<file path="src/rtl/l2_arbiter_pkg.sv">
// l2_arbiter_pkg: widths and state/port enums for the L2 arbiter
package l2_arbiter_pkg;
  localparam int ADDR_W = 12;
  localparam int DATA_W = 128;
  localparam int SEL_W = 16;
  typedef enum logic [1:0] {IDLE, BUSY_I, BUSY_D, DONE} l2arb_state_t;
  typedef enum logic {PORT_I, PORT_D} l2arb_port_t;
endpackage

</file>
<file path="src/rtl/l2_arbiter_if.sv">
// l2_arbiter_if: one wishbone line-transfer channel (L1 miss port or L2 port)
interface l2_arbiter_if;
  import l2_arbiter_pkg::*;
  logic stb;
  logic cyc;
  logic we;
  logic [ADDR_W-1:0] adr;
  logic [SEL_W-1:0] sel;
  logic [DATA_W-1:0] dat_m;
  logic ack;
  logic [DATA_W-1:0] dat_s;
  modport master(output stb, cyc, we, adr, sel, dat_m, input ack, dat_s);
  modport slave(input stb, cyc, we, adr, sel, dat_m, output ack, dat_s);
endinterface

</file>
<file path="src/rtl/l2_arbiter_req_latch.sv">
// l2arb_req_latch: holds the granted request fields for the whole L2 access
module l2arb_req_latch
  import l2_arbiter_pkg::*;
(
  input  logic clk,
  input  logic rst,
  input  logic load,
  input  logic we,
  input  logic [ADDR_W-1:0] adr,
  input  logic [SEL_W-1:0] sel,
  input  logic [DATA_W-1:0] dat_m,
  output logic q_we,
  output logic [ADDR_W-1:0] q_adr,
  output logic [SEL_W-1:0] q_sel,
  output logic [DATA_W-1:0] q_dat_m
);
  // capture the winner's fields on grant so L2 never sees live L1 inputs
  always_ff @(posedge clk or posedge rst)
    if (rst) {q_we, q_adr, q_sel, q_dat_m} <= '0;
    else if (load) {q_we, q_adr, q_sel, q_dat_m} <= {we, adr, sel, dat_m};
endmodule

</file>
<file path="src/rtl/l2_arbiter.sv">
// l2_arbiter: shares the L2 wishbone slave between I and D L1 miss ports (round-robin ties with L2ARB_RR_EN)
module l2_arbiter
  import l2_arbiter_pkg::*;
(
  input logic clk,
  input logic rst,
  l2_arbiter_if.slave i_wb,
  l2_arbiter_if.slave d_wb,
  l2_arbiter_if.master l2_wb
);
  l2arb_state_t state, state_n;
  l2arb_port_t win, cur;
  logic [DATA_W-1:0] ack_dat;
  logic i_req, d_req, load, busy;
  logic q_we;
  logic [ADDR_W-1:0] q_adr;
  logic [SEL_W-1:0] q_sel;
  logic [DATA_W-1:0] q_dat_m;
  assign i_req = i_wb.stb & i_wb.cyc;
  assign d_req = d_wb.stb & d_wb.cyc;
  assign load = (state == IDLE) & (i_req | d_req);
  assign busy = (state == BUSY_I) | (state == BUSY_D);
`ifdef L2ARB_RR_EN
  l2arb_port_t last_grant;
  assign win = (i_req & d_req) ? (last_grant == PORT_I ? PORT_D : PORT_I) : (d_req ? PORT_D : PORT_I);
  // remember who won so the next tie goes the other way
  always_ff @(posedge clk or posedge rst)
    if (rst) last_grant <= PORT_I;
    else if (load) last_grant <= win;
`else
  assign win = d_req ? PORT_D : PORT_I;
`endif
  l2arb_req_latch u_latch (
    .clk(clk),
    .rst(rst),
    .load(load),
    .we(win == PORT_D ? d_wb.we : i_wb.we),
    .adr(win == PORT_D ? d_wb.adr : i_wb.adr),
    .sel(win == PORT_D ? d_wb.sel : i_wb.sel),
    .dat_m(win == PORT_D ? d_wb.dat_m : i_wb.dat_m),
    .q_we(q_we),
    .q_adr(q_adr),
    .q_sel(q_sel),
    .q_dat_m(q_dat_m)
  );
  // state, granted port and the L2 read data captured at ack
  always_ff @(posedge clk or posedge rst)
    if (rst) begin
      state <= IDLE;
      cur <= PORT_I;
      ack_dat <= '0;
    end else begin
      state <= state_n;
      if (load) cur <= win;
      if (busy & l2_wb.ack) ack_dat <= l2_wb.dat_s;
    end
  // next state and outputs; L1 requests are only looked at in IDLE
  always_comb begin
    state_n = state == IDLE ? (load ? (win == PORT_D ? BUSY_D : BUSY_I) : IDLE) :
              state == DONE ? IDLE : (l2_wb.ack ? DONE : state);
    l2_wb.stb = busy;
    l2_wb.cyc = busy;
    l2_wb.we = busy & q_we;
    l2_wb.adr = busy ? q_adr : '0;
    l2_wb.sel = busy ? q_sel : '0;
    l2_wb.dat_m = busy ? q_dat_m : '0;
    i_wb.ack = (state == DONE) & (cur == PORT_I);
    d_wb.ack = (state == DONE) & (cur == PORT_D);
    i_wb.dat_s = i_wb.ack ? ack_dat : '0;
    d_wb.dat_s = d_wb.ack ? ack_dat : '0;
  end
endmodule

</file>
<file path="src/flat_wrapper.sv">
// flat-port wrapper written by rule: the top's interface ports become plain ports
module l2_arbiter_flat import l2_arbiter_pkg::*;
  (clk, rst, i_wb_stb, i_wb_cyc, i_wb_we, i_wb_adr, i_wb_sel, i_wb_dat_m, i_wb_ack, i_wb_dat_s, d_wb_stb, d_wb_cyc, d_wb_we, d_wb_adr, d_wb_sel, d_wb_dat_m, d_wb_ack, d_wb_dat_s, l2_wb_stb, l2_wb_cyc, l2_wb_we, l2_wb_adr, l2_wb_sel, l2_wb_dat_m, l2_wb_ack, l2_wb_dat_s);
  l2_arbiter_if i_wb_i ();
  l2_arbiter_if d_wb_i ();
  l2_arbiter_if l2_wb_i ();
  input logic clk;
  input logic rst;
  input wire logic [$bits(i_wb_i.stb)-1:0] i_wb_stb;
  input wire logic [$bits(i_wb_i.cyc)-1:0] i_wb_cyc;
  input wire logic [$bits(i_wb_i.we)-1:0] i_wb_we;
  input wire logic [$bits(i_wb_i.adr)-1:0] i_wb_adr;
  input wire logic [$bits(i_wb_i.sel)-1:0] i_wb_sel;
  input wire logic [$bits(i_wb_i.dat_m)-1:0] i_wb_dat_m;
  output wire logic [$bits(i_wb_i.ack)-1:0] i_wb_ack;
  output wire logic [$bits(i_wb_i.dat_s)-1:0] i_wb_dat_s;
  input wire logic [$bits(d_wb_i.stb)-1:0] d_wb_stb;
  input wire logic [$bits(d_wb_i.cyc)-1:0] d_wb_cyc;
  input wire logic [$bits(d_wb_i.we)-1:0] d_wb_we;
  input wire logic [$bits(d_wb_i.adr)-1:0] d_wb_adr;
  input wire logic [$bits(d_wb_i.sel)-1:0] d_wb_sel;
  input wire logic [$bits(d_wb_i.dat_m)-1:0] d_wb_dat_m;
  output wire logic [$bits(d_wb_i.ack)-1:0] d_wb_ack;
  output wire logic [$bits(d_wb_i.dat_s)-1:0] d_wb_dat_s;
  output wire logic [$bits(l2_wb_i.stb)-1:0] l2_wb_stb;
  output wire logic [$bits(l2_wb_i.cyc)-1:0] l2_wb_cyc;
  output wire logic [$bits(l2_wb_i.we)-1:0] l2_wb_we;
  output wire logic [$bits(l2_wb_i.adr)-1:0] l2_wb_adr;
  output wire logic [$bits(l2_wb_i.sel)-1:0] l2_wb_sel;
  output wire logic [$bits(l2_wb_i.dat_m)-1:0] l2_wb_dat_m;
  input wire logic [$bits(l2_wb_i.ack)-1:0] l2_wb_ack;
  input wire logic [$bits(l2_wb_i.dat_s)-1:0] l2_wb_dat_s;
  assign i_wb_i.stb = i_wb_stb;
  assign i_wb_i.cyc = i_wb_cyc;
  assign i_wb_i.we = i_wb_we;
  assign i_wb_i.adr = i_wb_adr;
  assign i_wb_i.sel = i_wb_sel;
  assign i_wb_i.dat_m = i_wb_dat_m;
  assign i_wb_ack = i_wb_i.ack;
  assign i_wb_dat_s = i_wb_i.dat_s;
  assign d_wb_i.stb = d_wb_stb;
  assign d_wb_i.cyc = d_wb_cyc;
  assign d_wb_i.we = d_wb_we;
  assign d_wb_i.adr = d_wb_adr;
  assign d_wb_i.sel = d_wb_sel;
  assign d_wb_i.dat_m = d_wb_dat_m;
  assign d_wb_ack = d_wb_i.ack;
  assign d_wb_dat_s = d_wb_i.dat_s;
  assign l2_wb_stb = l2_wb_i.stb;
  assign l2_wb_cyc = l2_wb_i.cyc;
  assign l2_wb_we = l2_wb_i.we;
  assign l2_wb_adr = l2_wb_i.adr;
  assign l2_wb_sel = l2_wb_i.sel;
  assign l2_wb_dat_m = l2_wb_i.dat_m;
  assign l2_wb_i.ack = l2_wb_ack;
  assign l2_wb_i.dat_s = l2_wb_dat_s;
  l2_arbiter u_core (.clk(clk), .rst(rst), .i_wb(i_wb_i), .d_wb(d_wb_i), .l2_wb(l2_wb_i));
endmodule
</file>
<file path="config.mk">
export PLATFORM = sky130hd
export DESIGN_NAME = l2_arbiter_flat
export DESIGN_NICKNAME = d
export VERILOG_FILES = /design/src/rtl/l2_arbiter_pkg.sv /design/src/rtl/l2_arbiter_if.sv /design/src/rtl/l2_arbiter_req_latch.sv /design/src/rtl/l2_arbiter.sv /design/src/flat_wrapper.sv
export SDC_FILE = /design/constraint.sdc
export NUM_CORES = 1
export LEC_CHECK = 0
export ABC_AREA = 1
export CAP_MARGIN = 25
export CORE_AREA = 4 4 339 341
export CTS_CLUSTER_DIAMETER = 30
export DETAILED_ROUTE_END_ITERATION = 16
export DIE_AREA = 0 0 343 345
export GPL_TIMING_DRIVEN = 1
export PLACE_DENSITY_LB_ADDON = 0.1
export REMOVE_ABC_BUFFERS = 1
export SYNTH_ARGS = -nofsm -noshare
export SYNTH_HDL_FRONTEND = slang
export SYNTH_HIERARCHICAL = 1
export SYNTH_SLANG_ARGS = --single-unit
</file>
<file path="constraint.sdc">
create_clock -name clk -period 7.95 [get_ports clk]
set_input_delay 2.385 -clock clk [delete_from_list [all_inputs] [get_ports clk]]
set_output_delay 2.385 -clock clk [all_outputs]
set_load 0.005 [all_outputs]
</file>
**Word level (Yosys, flattened, before mapping)**

Cells that the tools add are included.

- Register bits: 288
- Logic and storage cells: 37
- Input port bits: 449
- Output and inout bits: 417

- Mux-type cells: 15
- Reduce and logical (&&, ||, !) cells: 2
- Bitwise gates (word level): 10
- Equality and inequality tests: 3

Operators with widths:

| kind | number |
|---|---|
| 128-bit 2-to-1 mux | 4 |
| 16-bit 2-to-1 mux | 2 |
| 12-bit 2-to-1 mux | 2 |
| 2-bit 2-to-1 mux | 5 |
| 1-bit bitwise AND | 7 |
| 2-bit equality test, second input constant | 2 |
| 3-bit nonzero test | 1 |
| 2-bit by 1-bit equality test with 1-bit output, second input constant | 1 |
| 2-bit logical NOT | 1 |
| 1-bit 2-to-1 mux | 2 |
| 1-bit OR | 2 |
| 1-bit NOT | 1 |

**Depth between registers and ports, before layout**

Gate-level depths: netlist of run 1.

- Word-level depth: 5
- Depth in mapped cells: 10
- Gate-level depth less buffers: 7

**Cells and area by module**

Netlist of run 1, hierarchy kept.

Modules (own cells, without submodules):

| module | seq. area each (um^2) | cells each | area each (um^2) | instances |
|---|---|---|---|---|
| l2_arbiter | 3278.1 | 1853 | 11365.9 | 1 |
| l2arb_req_latch | 3928.8 | 665 | 5998.3 | 1 |

**Least setup slack after synthesis of run 1**

Ideal clock, no wire load.

- Path type: reg2out
- Start point: register u_core.state[0]
- End point: output port l2_wb_dat_m[100]
- Data arrival time: 1.315 ns
- Data required time: 5.565 ns
- Slack: 4.250 ns
- Buffers on the path: 3
- Stages on the path, launching flop included: 8
- Cells stage by stage: dfrtp_1 > inv_1 > ha_1 > buf_2 > buf_2 > buf_2 > nand2_1 > inv_1

- Longest elaborated chain between the ends: 3
- Elaborated cells between the ends (all ways): 4
- Those cells by class: 2 x eq/ne; 1 x mux; 1 x bitwise

RTL lines:

| element | line | source |
|---|---|---|
| start: declaration | l2_arbiter.sv:11 | `l2arb_state_t state, state_n;` |
| start signal: assignment | l2_arbiter.sv:53 | `state <= state_n;` |
| 2-bit by 1-bit equality test with 1-bit output / 2-bit equality test (equally long branches) | l2_arbiter.sv:22 | `assign busy = (state == BUSY_I) \| (state == BUSY_D);` |
| 1-bit OR (*) | l2_arbiter.sv:22 |  |
| via l2_wb_cyc | flat_wrapper.sv:26 | `output wire logic [$bits(l2_wb_i.cyc)-1:0] l2_wb_cyc;` |
| 128-bit 2-to-1 mux (*) | l2_arbiter.sv:66 | `l2_wb.dat_m = busy ? q_dat_m : '0;` |
| end: declaration | flat_wrapper.sv:30 | `output wire logic [$bits(l2_wb_i.dat_m)-1:0] l2_wb_dat_m;` |

The timed path passes the listed nets; every way through them passes the cells marked *.

**Worst setup path in the final report of run 1**

- Start point: register u_core.state[1]
- End point: output port l2_wb_dat_m[114]

- Longest elaborated chain between the ends: 3
- Elaborated cells between the ends (all ways): 4
- Those cells by class: 2 x eq/ne; 1 x mux; 1 x bitwise

RTL lines:

| element | line |
|---|---|
| 2-bit by 1-bit equality test with 1-bit output / 2-bit equality test (equally long branches) | l2_arbiter.sv:22 |
| 1-bit OR (*) | l2_arbiter.sv:22 |
| 128-bit 2-to-1 mux (*) | l2_arbiter.sv:66 |

Mark *: on every way between the ends. The rest lies on a longest branch, timed or not.

==> results of run 1 <==
==> synth_stat cells <==
library cell	count	area, µm²
ha_1	2	25.0
nor2_1	158	593
nor2_4	101	1140
buf_12	10	200
inv_4	1	6.26
buf_6	29	327
clkbuf_1	6	22.5
buf_2	102	510
buf_8	2	30.0
nand3_1	287	1440
dfrtp_1	288	7210
nand2_1	1207	4530
inv_1	291	1090
o21ai_0	2	10.0
inv_2	2	7.51
nand2_4	1	11.3
buf_4	29	218
==> worst paths after layout <==
check,startpoint,endpoint,slack [ns],cells past startpoint
setup / recovery,u_core/state[1],l2_wb_dat_m[114],2.33,6
hold / removal,u_core/ack_dat[27],u_core/ack_dat[27],0.46,2
setup reg to reg,u_core/state[1],u_core/ack_dat[125],4.83,7
hold reg to reg,u_core/ack_dat[27],u_core/ack_dat[27],0.46,2
max in group asynchronous,rst,u_core/u_latch/q_dat_m[38],4.44,3
min in group asynchronous,rst,u_core/u_latch/q_dat_m[9],2.29,2
==> through the flow <==
| step | std cells | util, % | worst slack, ns | setup TNS (ns) |
|---|---|---|---|---|
| after floorplan | 2340 | - | -1.41 | -180.33 |
| after global placement | 4730 | 24.0 | 2.78 | 0 |
| after detailed placement | 4730 | 24.0 | 2.78 | 0 |
| after CTS | 4914 | 27.1 | 2.10 | 0 |
| after global routing | 4917 | 27.1 | 1.97 | 0 |
| final | 4920 | 27.1 | 2.33 | 0 |
==> power breakdown <==
group	leakage [nW]	switching [W]	internal, W	total (W)
logic	9.77	0.00293	0.00201	0.00494
clock network	1.71	0.00111	0.00290	0.00400
registers	3.61	0.000415	0.00215	0.00257
==> state kept, by name (all words and copies together), names as in the netlist <==
signal,flops
u_core/ack_dat,128
u_core/u_latch/q_dat_m,128
u_core/u_latch/q_sel,16
u_core/u_latch/q_adr,12
u_core/state,2
u_core/cur,1
u_core/u_latch/q_we,1
==> logic make-up (layout without fill, tap and decap cells) <==
kind of cell | after synthesis | after routing | synth area share, %
other | 0 | 6 | 0
adders and majority gates | 2 | 2 | 0.144
DFF | 288 | 288 | 41.5
AOI/OAI and AO/OA | 2 | 2 | 0.0576
and+or+nand+nor | 1754 | 1754 | 44.4
buffers and inverters | 472 | 1368 | 13.9
==> layer usage <==
layer	share of wire (%)	up-vias	wire (µm)	GRT usage, %
li1	-	9141	-	-
met1	40	8581	37200	17.5
met2	47	699	43900	25.6
met3	10	125	9480	6.35
met4	2.0	20	1870	4.05
met5	0.15	-	139	0
==> area by class of cell <==
cell class / count / area share [%]
repair buffers: 890 / 29.2
multi-input cells: 1758 / 25.6
flip-flops and latches: 288 / 23.7
clock buffers: 142 / 9.63
well taps: 1500 / 6.18
inverters: 294 / 3.72
clock inverters: 42 / 1.83
diodes: 6 / 0.0494
==> tightest hold or removal path: stages (launching register included) <==
cell     delay, ns
dfrtp_1       0.33
nand2_1       0.05
nand2_1       0.05
==> flow_summary.toml, run 1 <==
[status]
outcome = "finished, final reports clean"

[sta]
slew_viol_final = 0
finalHoldViolCount = 0
grt_setup_unrepaired = "false"
whs_ns = 0.463
min_period_over_period_pct = 70.8
fmax_mhz = 178
slew-limit-headroom_pct = 31.6
clock_skew_ns = 0.0163
tightest_slew_ns = 1.03
setup_viol = 0
min_period_ns = 5.62

[drt]
drt_iter0_markers = 798
routed_via_density = 3.77
wl_um = 92600
drt-pass1-iter-count = 5
wire_per_inst_um = 18.8
vias = 18566
ant_nets = 0
drc = 0

[clock_tree]
clkTransAtPathRegs_ns = 0.04
hold_buffers = 0
postCtsSetupRepairBufs = 0
clock-root-buffer = "clkbuf_16"
worstSkewPairLatency_ns = 0.63
postCtsResizedCells = 0
cts.sinks = 288
cts_tree = "built"
clockBufferDepth = 3
numCtsBuffers = 101
htreeDepth = 3

[power]
p_per_area_nw_per_um2 = 379
p_leak_nw = 15.1
ir_drop_mv = 0.188
power_w = 0.0115

[global_routing]
grt_pass1_vias = 19540
grt_pass1_wl_um = 134000
grt_max_degree = 118
globalRouteOverflowTotal = 0
grt_use_total_pct = 15.1
antenna_found_initial = 20

[setup_path]
cp_max_fo = 46
crit_chain = "inv_1 -> ha_4 -> buf_4 -> nand2_1 -> inv_1 -> clkdlybuf4s50_1"
max_stage_delay_ns = 0.69
crit_arrival_ns = 3.24
worstSetupEndpointType = "primary output"
crit_type = "reg -> out"
cp-start-kind = "flip-flop"
cpMaxStageDelayCell = "buf_4"
cp_common_cell = "inv_1"
cp.required_ns = 5.57
path_delay_family = "buffers and inverters"
worst-path-buf-inv = 4

[min_path]
worstHoldPathType = "reg -> reg"

[synthesis]
yosysWarnings = 6
netlist_instances = 2518
ys_ff_latch = 288
avgSynthCellArea_um2 = 6.90
synth.distinct_cells = 17
synth_area_um2 = 17400
synth-seq-area-share_pct = 41.5

[floorplanning]
die_w_um = 343
start_util_pct = 15.5
core_region_area_um2 = 112000
std_cell_rows = 123
chipHeight_um = 345
io_pins = 866
die_area_um2 = 118000

[cells_and_area]
final_nets = 3784
area_growth_pct = 74.9
fill_cells = 12456
final_layout_size_suffix_gt1_share_pct = 8.90
mostFrequentLayoutCell = "nand2_1"
final_cell_mix = "1204 x nand2_1, 862 x clkdlybuf4s50_1, 289 x inv_1"
regArea_um2 = 7210
design_area_um2 = 30400
multi_input_area_um2 = 7790

[placed_design]
hpwl_um = 68100
place_area_um2 = 26900
portBuffers = 865
place.gp.congestion = 0.760

[job]
maxCapViolations = 0
Power figures use the tool's default switching activity.
==> run 2: changes to the inputs <==
- clock period: 7.95 -> 5.8 ns (I/O delays scaled with it)
==> run 2 against run 1 <==
  * Combinational power is 37% higher
  * Worst setup slack worse by 1.2 ns
  * Hold slack hardly changed
  * Count of clock-buffer cells in the layout is 26 higher
  * Largest power group unchanged
  * Critical endpoint is now i_wb_dat_s[2]
==> flow_summary.toml, run 2 (synthesized netlist as in run 1, its figures left out) <==
[placed_design]
hpwl_um = 67500
place.gp.congestion = 0.754
portBuffers = 865
place_area_um2 = 27000
dp_slack_ns = 1.76
dp.cells = 4737

[cells_and_area]
area_growth_pct = 76.1
final_cells = 4958
design_area_um2 = 30600
final_cell_mix = "1204 x nand2_1, 862 x clkdlybuf4s50_1, 289 x inv_1"
mostFrequentLayoutCell = "nand2_1"
fill_cells = 12435
final_nets = 3800
final_layout_size_suffix_gt1_share_pct = 9.10

[drt]
drt-pass1-iter-count = 5
drt_iter0_markers = 765
routed_via_density = 3.75
drc = 0
wire_per_inst_um = 18.7
wl_um = 92800
ant_nets = 0
vias = 18613

[min_path]
worstHoldPathType = "reg -> reg"
worstHoldStart = "u_core/u_latch/q_dat_m[53]"
hold_depth = 2

[clock_tree]
worstSkewPairLatency_ns = 0.65
cts_tree = "built"
cts.sinks = 288
postCtsSetupRepairBufs = 0
clkTransAtPathRegs_ns = 0.04
clock-root-buffer = "clkbuf_16"
postCtsResizedCells = 0
htreeDepth = 3
clockBufferDepth = 3
numCtsBuffers = 110
hold_buffers = 0

[power]
ir_drop_mv = 0.354
switching_share_pct = 38.8
p_per_area_nw_per_um2 = 513
p_int_w = 0.00959
seqPwrFrac_pct = 22.2
p_leak_nw = 15.2
pwr-share-comb_pct = 43.2
p_switching_w = 0.00609
power_frac_clock_pct = 34.6

[floorplanning]
io_pins = 866
start_util_pct = 15.5
die_w_um = 343
std_cell_rows = 123
chipHeight_um = 345
core_region_area_um2 = 112000
die_area_um2 = 118000

[global_routing]
grt_max_degree = 148
grt_pass1_vias = 19535
globalRouteOverflowTotal = 0
grt_use_total_pct = 15.1
antenna_found_initial = 36
grt_pass1_wl_um = 134000

[sta]
fmax_mhz = 214
finalHoldViolCount = 0
clock_skew_ns = 0.0219
slew_viol_final = 0
min_period_ns = 4.66
slew-limit-headroom_pct = 16.9
finalSetupTns_ns = 0
setup_viol = 0
timing.final.ws_setup_ns = 1.14
min_period_over_period_pct = 80.4
whs_ns = 0.463
tightest_slew_ns = 1.25
grt_setup_unrepaired = "false"

[setup_path]
max_stage_delay_ns = 0.46
worstSetupEndpointType = "primary output"
startpoint = "u_core/state[0]"
cp.required_ns = 4.06
worst-path-stages = 7
cpMaxStageDelayCell = "clkdlybuf4s50_1"
worst-path-buf-inv = 4
crit_arrival_ns = 2.92
cp_max_fo = 53
crit_chain = "ha_1 -> inv_2 -> nor2_4 -> inv_8 -> buf_4 -> nor2_1 -> clkdlybuf4s50_1"
rr_startpoint = "u_core/state[0]"
crit_type = "reg -> out"
cp-start-kind = "flip-flop"
path_delay_family = "buffers and inverters"
r2r_setup_slack_ns = 2.85
r2r_cells = 8

[status]
outcome = "finished, final reports clean"

[job]
maxCapViolations = 0
-- run 2: worst reg2reg max path, stage by stage (launching register included) --
cell	delay [ns]
dfrtp_1	0.36
inv_1	0.08
ha_4	0.37
buf_12	0.33
buf_4	0.50
nand2_4	0.45
buf_4	0.53
nand2_1	0.14
nand2_1	0.05
-- run 2: worst paths after layout --
kind	end
max reg2reg	u_core/ack_dat[120]
min reg2reg	u_core/u_latch/q_dat_m[53]
max	i_wb_dat_s[2]
min	u_core/u_latch/q_dat_m[53]
max in group asynchronous	u_core/u_latch/q_dat_m[106]
min in group asynchronous	u_core/u_latch/q_dat_m[13]
-- run 2: per-stage QoR --
step	utilization, %	total power [W]
2_1_floorplan	-	0.00638
3_3_place_gp	24.2	0.0106
3_5_place_dp	24.2	0.0105
4_1_cts	27.3	0.0162
5_1_grt	27.3	0.0169
6_report	27.3	0.0157
-- run 2: layout make-up --
cell class,count,area [µm²],share of cell area (%)
antenna,19,47.5,0.156
clock buffer,168,3220,10.5
clock inverter,34,279,0.913
inverter,294,1130,3.69
multi-input combinational,1758,7790,25.5
sequential,288,7210,23.6
tap,1500,1880,6.14
timing repair buffer,897,9020,29.5
-- run 2: routing by layer --
metal / vias to the layer above / GRT usage (%) / wire length [µm]
met5: - / 0 / 184
met4: 28 / 4.72 / 1870
met3: 138 / 6.54 / 9500
met2: 698 / 25.8 / 44300
met1: 8533 / 17.0 / 36900
li1: 9216 / - / -
-- run 2: power by group through the flow --
stage	clock network, W	logic, W	registers (W)
2_1_floorplan	0	0.00307	0.00331
3_3_place_gp	0	0.00706	0.00351
3_5_place_dp	0	0.00704	0.00351
4_1_cts	0.00559	0.00706	0.00350
5_1_grt	0.00571	0.00759	0.00361
6_report	0.00542	0.00678	0.00348
==> run 3: changes to the inputs <==
- clock period: 5.8 -> 4.46 ns (I/O delays scaled with it)
==> run 3 against run 2 <==
  * Sequential power grew 31%
  * Critical path depth is 2 lower
  * Via count about the same
  * Total power increased by 31%
  * First-iteration DRC count shrank 4.1%
  * Routed wire length fell by 0.92%
  * Clock skew is 0.0066 ns higher
  * Count of clock-buffer cells in the layout shrank 15
  * Combinational power grew 32%
  * Global-route usage is 0.089 points lower
  * Cell count unchanged
  * Critical path type unchanged
==> flow_summary.toml, run 3 (synthesized netlist as in run 1, its figures left out) <==
[cells_and_area]
final_cells = 4958
mostFrequentLayoutCell = "nand2_1"
final_layout_size_suffix_gt1_share_pct = 9.47
area_growth_pct = 77.2
fill_cells = 12544
multi_input_area_um2 = 7790
regArea_um2 = 7210
final_nets = 3806
final_cell_mix = "1204 x nand2_1, 862 x clkdlybuf4s50_1, 289 x inv_1"

[sta]
setup_viol = 0
finalHoldViolCount = 0
slew-limit-headroom_pct = 44.9
timing.final.ws_setup_ns = 0.404
grt_setup_unrepaired = "false"
finalSetupTns_ns = 0
min_period_over_period_pct = 90.9
min_period_ns = 4.06
clock_skew_ns = 0.0285
slew_viol_final = 0
tightest_slew_ns = 0.827
fmax_mhz = 247

[setup_path]
worstSetupEndpointType = "primary output"
cp.required_ns = 3.12
cp_max_fo = 37
crit_chain = "ha_1 -> nand2_4 -> buf_4 -> nor2_1 -> clkdlybuf4s50_1"
max_stage_delay_ns = 0.47
rr_startpoint = "u_core/state[1]"
cp-start-kind = "flip-flop"
cpMaxStageDelayCell = "clkdlybuf4s50_1"
startpoint = "u_core/state[0]"
crit_arrival_ns = 2.72
crit_type = "reg -> out"

[status]
outcome = "finished, final reports clean"

[placed_design]
dp_slack_ns = 0.981
portBuffers = 865
dp.cells = 4746
place.gp.congestion = 0.755
hpwl_um = 68800

[global_routing]
grt_pass1_vias = 19432
grt_max_degree = 101
grt_pass1_wl_um = 133000
globalRouteOverflowTotal = 0
grt_use_total_pct = 15.0
antenna_found_initial = 40

[floorplanning]
start_util_pct = 15.5
std_cell_rows = 123
chipHeight_um = 345
die_area_um2 = 118000
die_w_um = 343
core_region_area_um2 = 112000
io_pins = 866

[min_path]
worstHoldPathType = "reg -> reg"
worstHoldStart = "u_core/u_latch/q_dat_m[29]"

[clock_tree]
cts.sinks = 288
clockBufferDepth = 3
postCtsResizedCells = 0
clkTransAtPathRegs_ns = 0.04
postCtsSetupRepairBufs = 0
hold_buffers = 0
cts_tree = "built"
worstSkewPairLatency_ns = 0.66
htreeDepth = 3
numCtsBuffers = 107
clock-root-buffer = "clkbuf_16"

[drt]
ant_nets = 0
wl_um = 91900
drt-pass1-iter-count = 5
vias = 18621
routed_via_density = 3.76
drc = 0
wire_per_inst_um = 18.5
drt_iter0_markers = 734

[power]
ir_drop_mv = 0.353
p_per_area_nw_per_um2 = 668
p_leak_nw = 15.3

[job]
maxCapViolations = 0
## run 3: changes by cell type in the layout (fill, tap and decap cells not counted), sizes merged
cell,before,now
inv,297,295
buf,35,44
clkbuf,168,153
diode,19,15
bufinv,2,6
clkinv,29,37
## run 3: layer usage
layer / track usage, % / share of wire, % / vias up
met4: 4.63 / 2.2 / 38
met5: 0 / 0.29 / -
met2: 25.9 / 48 / 679
met1: 16.5 / 39 / 8548
met3: 6.78 / 10 / 144
li1: - / - / 9212
## run 3: layout make-up
class                           count  area share, %
Multi-Input combinational cell   1758           25.3
Tap cell                         1500           6.10
Sequential cell                   288           23.4
Antenna cell                       15          0.122
Timing Repair Buffer              906           30.0
Clock inverter                     44           1.48
Clock buffer                      153           9.91
Inverter                          294           3.67
## run 3: worst max-delay path: cells and delay by family, from the launching register on
family                   cells  cell delay [ns]
buffers and inverters        2             0.92
AND/OR/NAND/NOR              2             0.50
flip-flops                   1             0.38
adder cells (fa/ha/maj)      1             0.26
## run 3: worst paths after layout
path / depth (start not counted) / end / slack, ns
hold / removal: 2 / u_core/u_latch/q_dat_m[29] / 0.46
hold reg to reg: 2 / u_core/u_latch/q_dat_m[29] / 0.46
setup / recovery: 5 / d_wb_dat_s[2] / 0.40
setup reg to reg: 7 / u_core/ack_dat[31] / 2.13
min in group asynchronous: 2 / u_core/u_latch/q_sel[7] / 1.31
max in group asynchronous: 3 / u_core/ack_dat[43] / 2.38
## run 3: report_power, final
group / internal [W] / switching, W
sequential: 0.00384 / 0.000707
clock: 0.00501 / 0.00205
combinational: 0.00378 / 0.00516
total: 0.0126 / 0.00791
## run 3: through the flow
step	hold WS [ns]	instance area, µm²	util [%]	power, W
4_1_cts	0.468	30700	27.5	0.0211
3_3_place_gp	0.455	27200	24.3	0.0139
5_1_grt	0.479	30700	27.5	0.0222
3_5_place_dp	0.458	27200	24.3	0.0139
6_report	0.464	30800	27.5	0.0205
2_1_floorplan	0.442	16100	-	0.00803
